### src/rtl/robertson_ctrl.sv
// robertson_ctrl
//   Control FSM for a Robertson signed (two's-complement) shift-add multiplier.
//   Sequences the load, add, subtract-correction and arithmetic-shift strobes
//   over WIDTH multiplier bits. A down-counter tracks the remaining non-sign
//   bit positions. A start/done/ack handshake connects it to the top level.
//
// Parameters
//   WIDTH     operand width in bits (2..128)
//   CW        iteration counter width, 2**CW > WIDTH-1
//
// Ports
//   clk        system clock, all state updates on posedge
//   reset      synchronous, active-high reset
//   start      request a multiply (sampled in IDLE only)
//   abort      cancel an in-progress multiply (sampled in busy states)
//   ack        consumer has taken the result (sampled in DONE only)
//   q_lsb      current LSB of the datapath Q register (examined in TEST only)
//   load_regs  load X and Q, clear A
//   add_en     A <= A + X
//   sub_en     A <= A - X (sign-bit correction)
//   shift_en   arithmetic right shift of {A,Q}
//   busy       high in every state except IDLE and DONE
//   done       result valid, held until ack
//   count      remaining non-sign bit positions
//
// state  | meaning
// -------+-------------------------------------------------------------
// IDLE   | waiting for start
// LOAD   | operands loaded, accumulator cleared, counter preset
// TEST   | examine q_lsb; choose ADD (non-sign bit), SUB (sign bit) or SHIFT
// ADD    | A <= A + X
// SUB    | A <= A - X, only for a 1 in the multiplier sign bit
// SHIFT  | arithmetic shift of {A,Q}; last shift leads to DONE
// DONE   | product valid, waiting for ack

module robertson_ctrl #(
    parameter int WIDTH = 8,
    parameter int CW    = 4
) (
    input  logic          clk,
    input  logic          reset,
    input  logic          start,
    input  logic          abort,
    input  logic          ack,
    input  logic          q_lsb,
    output logic          load_regs,
    output logic          add_en,
    output logic          sub_en,
    output logic          shift_en,
    output logic          busy,
    output logic          done,
    output logic [CW-1:0] count
);

    if (WIDTH < 2 || WIDTH > 128) begin : g_bad_width
        $error("robertson_ctrl: WIDTH=%0d outside 2..128", WIDTH);
    end
    if ((2 ** CW) <= (WIDTH - 1)) begin : g_bad_cw
        $error("robertson_ctrl: CW=%0d too narrow for WIDTH=%0d", CW, WIDTH);
    end

    typedef enum logic [2:0] {
        S_IDLE  = 3'd0,
        S_LOAD  = 3'd1,
        S_TEST  = 3'd2,
        S_ADD   = 3'd3,
        S_SUB   = 3'd4,
        S_SHIFT = 3'd5,
        S_DONE  = 3'd6
    } state_t;

    localparam logic [CW-1:0] COUNT_INIT = CW'(WIDTH - 1);

    state_t        state_q, state_d;
    logic [CW-1:0] count_q, count_d;
    logic          in_busy;

    // Busy decode is shared by the abort override and the busy output.
    assign in_busy = (state_q != S_IDLE) && (state_q != S_DONE);

    // State register
    always_ff @(posedge clk) begin
        if (reset) begin
            state_q <= S_IDLE;
            count_q <= '0;
        end else begin
            state_q <= state_d;
            count_q <= count_d;
        end
    end

    // Next-state and counter logic
    always_comb begin
        state_d = state_q;
        count_d = count_q;
        case (state_q)
            S_IDLE: begin
                if (start) state_d = S_LOAD;
            end
            S_LOAD: begin
                count_d = COUNT_INIT;
                state_d = S_TEST;
            end
            S_TEST: begin
                // count == 0 means the current bit is the multiplier sign bit,
                // whose weight is negative: a 1 there subtracts X.
                if (q_lsb) state_d = (count_q == '0) ? S_SUB : S_ADD;
                else       state_d = S_SHIFT;
            end
            S_ADD:   state_d = S_SHIFT;
            S_SUB:   state_d = S_SHIFT;
            S_SHIFT: begin
                if (count_q == '0) begin
                    state_d = S_DONE;
                end else begin
                    count_d = count_q - CW'(1);
                    state_d = S_TEST;
                end
            end
            S_DONE: begin
                // start in the same cycle as ack is not a new request.
                if (ack) state_d = S_IDLE;
            end
            default: begin
                state_d = S_IDLE;
                count_d = '0;
            end
        endcase

        // abort wins over every busy-state transition.
        if (abort && in_busy) begin
            state_d = S_IDLE;
            count_d = '0;
        end
    end

    // Moore output decode
    always_comb begin
        load_regs = 1'b0;
        add_en    = 1'b0;
        sub_en    = 1'b0;
        shift_en  = 1'b0;
        done      = 1'b0;
        case (state_q)
            S_LOAD:  load_regs = 1'b1;
            S_ADD:   add_en    = 1'b1;
            S_SUB:   sub_en    = 1'b1;
            S_SHIFT: shift_en  = 1'b1;
            S_DONE:  done      = 1'b1;
            default: ;
        endcase
        busy = in_busy;
    end

    assign count = count_q;

endmodule

### config.mk
export PLATFORM = sky130hd
export DESIGN_NAME = robertson_ctrl
export DESIGN_NICKNAME = d
export VERILOG_FILES = /design/src/rtl/robertson_ctrl.sv
export SDC_FILE = /design/constraint.sdc
export NUM_CORES = 1
export LEC_CHECK = 0
export BUFFER_PORTS_ARGS = -buffer_cell sky130_fd_sc_hd__clkbuf_2
export CAP_MARGIN = 20
export CORE_AREA = 10 10 47 49
export CTS_CLUSTER_DIAMETER = 80
export DETAILED_ROUTE_END_ITERATION = 16
export DIE_AREA = 0 0 57 59
export GPL_TIMING_DRIVEN = 0
export PLACE_DENSITY_LB_ADDON = 0.12
export SLEW_MARGIN = 40
export SYNTH_ARGS = -nofsm -noshare
export SYNTH_HDL_FRONTEND = slang
export SYNTH_SLANG_ARGS = --single-unit
### constraint.sdc
create_clock -name clk -period 1.8 [get_ports clk]
set_input_delay 0.54 -clock clk [delete_from_list [all_inputs] [get_ports clk]]
set_output_delay 0.54 -clock clk [all_outputs]
set_load 0.01 [all_outputs]
# Yosys cells after proc, flatten, opt, wreduce, memory -nomap -nowiden
# Cells that the tools add are included.
word_totals:
  inputBits: 6
  register_bits: 7
  wordCells: 37
  out_inout_bits: 10
classes:
  bitwise_logic: 1
  add_sub_neg: 1
  n_reduce_logical: 10
  mux: 13
  eq_ne: 10
op_table:
  columns: ["op", "count"]
  rows:
  - ["3-bit case mux with 6 select lines", 1]
  - ["3-bit 2-to-1 mux", 5]
  - ["4-bit case mux with 3 select lines", 1]
  - ["3-bit equality test, second input constant", 3]
  - ["3-bit by 2-bit equality test with 1-bit output, second input constant", 2]
  - ["2-bit inequality test, second input constant", 3]
  - ["1-bit 2-to-1 mux", 5]
  - ["5-bit OR reduction", 1]
  - ["4-bit zero test", 1]
  - ["4-bit 2-to-1 mux", 1]
  - ["2-bit AND reduction", 2]
  - ["2-bit OR reduction", 2]
  - ["4-bit by 1-bit subtractor with 4-bit output, second input constant", 1]
  - ["3-bit by 1-bit equality test with 1-bit output, second input constant", 1]
  - ["3-bit zero test", 1]
  - ["3-bit inequality test, second input constant", 1]
  - ["3-bit nonzero test", 1]
  - ["1-bit logical AND", 2]
  - ["1-bit inverter", 1]

# Logic depth before layout (Yosys ltp)
logic_depth:
  ltp_word: 4
  depth_mapped: 6
  depth_no_buf: 6

# Worst setup path before layout
# Ideal clock, no wire load.
synth_path:
  path_type: "reg-to-reg"
  from: "register count_q[0] (netlist: count[0])"
  to: "register count_q[3] (netlist: count[3])"
  setup_ps: 70
  slack_ps: 122
  required_ps: 1730
  synth_period_minus_slack_ps: 1678
  stages_incl_launch_ff: 7
  arrival_ps: 1609
  cell_sequence: "dfxtp_1 > inv_1 > ha_1 > or3b_4 > o211ai_4 > or4b_1 > a21oi_1"
synth_between:
  elab_chain_len: 3
synth_lines:
  columns: ["item", "line", "text"]
  rows:
  - ["start: declaration", "75", "logic [CW-1:0] count_q, count_d;"]
  - ["start signal: assignment", "88", "count_q <= count_d;"]
  - ["4-bit by 1-bit subtractor with 4-bit output / 4-bit zero test (equally long branches)", "116, 113", null]
  - ["4-bit 2-to-1 mux / 2-bit inequality test (equally long branches)", null, null]
  - ["4-bit case mux with 3 select lines / 2-bit AND reduction (equally long branches)", null, null]
# Several ways; a longest one is shown, not always the timed one. The select of a mux whose other input is x is not followed.
# A chain may end at the register's enable or synchronous reset.

# Worst setup path after layout
layout_path:
  from: "register state_q[1]"
  to: "output busy"
layout_between:
  elab_chain_len: 2
layout_lines:
  columns: ["item", "line", "text"]
  rows:
  - ["start: declaration", "74", "state_t state_q, state_d;"]
  - ["start signal: assignment", "87", "state_q <= state_d;"]
  - ["3-bit inequality test / 3-bit nonzero test (equally long branches)", "79", "assign in_busy = (state_q != S_IDLE) && (state_q != S_DONE);"]
  - ["1-bit logical AND (*)", "79", null]
  - ["end: declaration", "50", "output logic busy,"]
# Mark *: on every way between the ends. The rest lies on a longest branch, timed or not.

==> results.sh <==
export IMPL_status="finished clean"
export IMPL_synthTopCellsByArea="dfxtp_1 27%, a21oi_1 5.8%, buf_6 4.4%"
export IMPL_start_util_pct=36.7
export IMPL_wire_per_inst_microns=13.0
export IMPL_rows=14
export IMPL_ant_nets=0
export IMPL_critical_path_startpoint="state_q[1]$_SDFFE_PP0P_"
export IMPL_power_frac_comb_pct=33.6
export IMPL_port_buffers=15
export IMPL_syn_nets=67
export IMPL_leakagePower_nw=0.324
export IMPL_cts_buffers_inserted=3
export IMPL_pwr_share_seq_pct=36.6
export IMPL_area_growth_pct=28.0
export IMPL_pin_count=16
export IMPL_syn_cell_area_sq_um=514
export IMPL_clk_pin_slew_worst_paths_ps=50
export IMPL_num_vias=492
export IMPL_drt_iter0_drc=11
export IMPL_ys_seq_area_share_pct=27.3
export IMPL_grt_start_max_net_pins=11
export IMPL_relSlewSlack_pct=83.4
export IMPL_critical_path_endpoint_type="primary output"
export IMPL_finish_utilization_pct=47.0
export IMPL_cp_cell_sequence="buf_6 > or2b_4 > nand3b_1 > buf_2"
export IMPL_ys_warn_count=0
export IMPL_grt_pass1_wl_microns=2080
export IMPL_p_switching_w=0.000157
export IMPL_clock_skew_ps=2.74
export IMPL_cts_root_buf="clkbuf_4"
export IMPL_htreeDepth=1
export IMPL_synth_main_ff_cell="dfxtp_1"
export IMPL_antenna_found_initial=0
export IMPL_slowest_delay_ps=300
export IMPL_synthDistinctLibCells=33
export IMPL_final_hold_viol_count=0
export IMPL_required_ps=1260
export IMPL_clk_latency_ps=250
export IMPL_grt_use_total_pct=7.81
export IMPL_clkPwrFrac_pct=29.7
export IMPL_async_reset_ff_share_pct=0
export IMPL_fin_crit_ps=1730
export IMPL_core_area_sq_mm=0.00140
export IMPL_yosys_area_top_type="dfxtp_1"
export IMPL_syn_area_per_cell_sq_um=8.57
export IMPL_slew_violations=0
export IMPL_tightestPinTransition_ps=247
export IMPL_synth_edff_count=0
export IMPL_power_per_cell_area_mw_per_mm2=737
export IMPL_ir_worst_vdd_mv=0.293
export IMPL_die_area_sq_mm=0.00336
export IMPL_internal_power_w=0.000329
export IMPL_setup_violations_final=0
export IMPL_remaining_drc_errors=0
export IMPL_synth_top_area_share_pct=27.3
export IMPL_nets=88
export IMPL_cts_path_max_buffers=2
export IMPL_vias_per_cell=5.13
export IMPL_overflow=0
export IMPL_syn_inst=60
export IMPL_max_freq_mhz=578
export IMPL_die_w_microns=57
export IMPL_ctsHoldBuffers=0
export IMPL_antenna_cells=0
export IMPL_period_share_pct=96.0
export IMPL_drive_gt1_share_pct=41.3
export IMPL_min_path_type="reg -> reg"
export IMPL_synth_seq_cells=7
export IMPL_r2r_start="count[1]$_SDFFE_PP0P_"
export IMPL_grt_pass1_vias=470
export IMPL_path_max_fanout=10
export IMPL_arrival_ps=1190
export IMPL_gp_congestion=0.795
export IMPL_dr_pass1_iters=4
export IMPL_maxCapViolCount=0
export IMPL_switching_share_pct=32.3
export IMPL_dieHeight_microns=59
export IMPL_worstSetupStartpointType="register"
export IMPL_cts_sink_count=7
export IMPL_cp_slowest_cell="dfxtp_1"
export IMPL_critPathKind="reg -> out"
export IMPL_rsz0062_at_grt="false"
export IMPL_yosysMostFrequentCell="dfxtp_1"
export IMPL_min_from="count[1]$_SDFFE_PP0P_"
export IMPL_cts_tree="built"
export IMPL_synth_common_cells="7 x dfxtp_1, 6 x a21oi_1, 5 x nor2_1"
export IMPL_finalSetupTns_ps=0
export IMPL_drt_wl_total_microns=1240
[worst paths after layout]
kind / end / slack [ps] / cells after the start
max: busy / 70 / 4
min: count[1]$_SDFFE_PP0P_ / 490 / 2
max reg2reg: count[3]$_SDFFE_PP0P_ / 120 / 6
min reg2reg: count[1]$_SDFFE_PP0P_ / 490 / 2
[through the flow]
step / instance area [sq um] / hold WS [ps] / cells / power, W / setup WS (ps)
after floorplan: 514 / 500 / 60 / 0.000296 / 122
after CTS: 639 / 494 / 95 / 0.000486 / 28.1
after global routing: 658 / 505 / 96 / 0.000516 / 3.75
after global placement: 609 / 476 / 91 / 0.000339 / 92.3
final: 658 / 492 / 96 / 0.000485 / 71.4
after detailed placement: 609 / 487 / 91 / 0.000337 / 91.8
[cell type report]
cell class,instances,area [sq um]
multi-input combinational,47,340
sequential,7,144
buffer,3,33.8
clock buffer,4,26.3
fill,165,743
timing repair buffer,16,82.6
tap,16,20.0
inverter,3,11.3
[logic make-up (layout without fill, tap and decap cells)]
logic type,count (synthesis),after routing,synth area share (%)
compound gates,17,17,23.1
fa+ha+maj,1,1,2.43
buf+inv,6,26,8.03
flops,7,7,27.2
mux,1,1,1.95
simple gates,28,28,37.2
[registers in the layout (all words and copies together) (netlist names)]
name and cells:
state_q 3, count 4
[worst max-delay path, delay by kind of cell (launching register included)]
family,cells,cell delay [ps]
buffers and inverters,2,270
DFF,1,300
and+or+nand+nor,2,360
[what timing repair did]
action	4_1_cts	5_1_grt
pin swaps	0	0
endpoints found under the setup margin	2	5
buffers inserted	0	1
gates resized for setup	2	6
gates cloned	0	0
[layout by cell type, fill, tap and decap left out, types with 2 or more instances in the layout]
master	n
a21oi_1	6
nand2_1	2
nand2b_1	2
clkbuf_2	14
inv_1	3
and3b_1	2
nand2b_2	2
nor3_1	2
dfxtp_2	3
buf_6	3
o21ai_0	3
nor2_1	5
clkbuf_4	3
dfxtp_1	4
nand3_1	2
[routing by layer]
| layer | vias to the layer above | global-route usage, % | part of all wire [%] |
|---|---|---|---|
| met3 | 2 | 5.15 | 7.6 |
| met4 | 0 | 3.02 | 0.80 |
| li1 | 257 | - | - |
| met5 | - | 0 | 0 |
| met1 | 221 | 7.57 | 46 |
| met2 | 12 | 13.0 | 46 |
[power groups by stage]
| stage | clock network (W) | logic, W | registers [W] |
|---|---|---|---|
| after floorplan | 0 | 0.000117 | 0.000179 |
| final | 0.000144 | 0.000163 | 0.000178 |
| after global placement | 0 | 0.000159 | 0.000180 |
| after detailed placement | 0 | 0.000158 | 0.000180 |
| after global routing | 0.000156 | 0.000181 | 0.000180 |
| after CTS | 0.000150 | 0.000160 | 0.000177 |
Power figures use the tool's default switching activity.
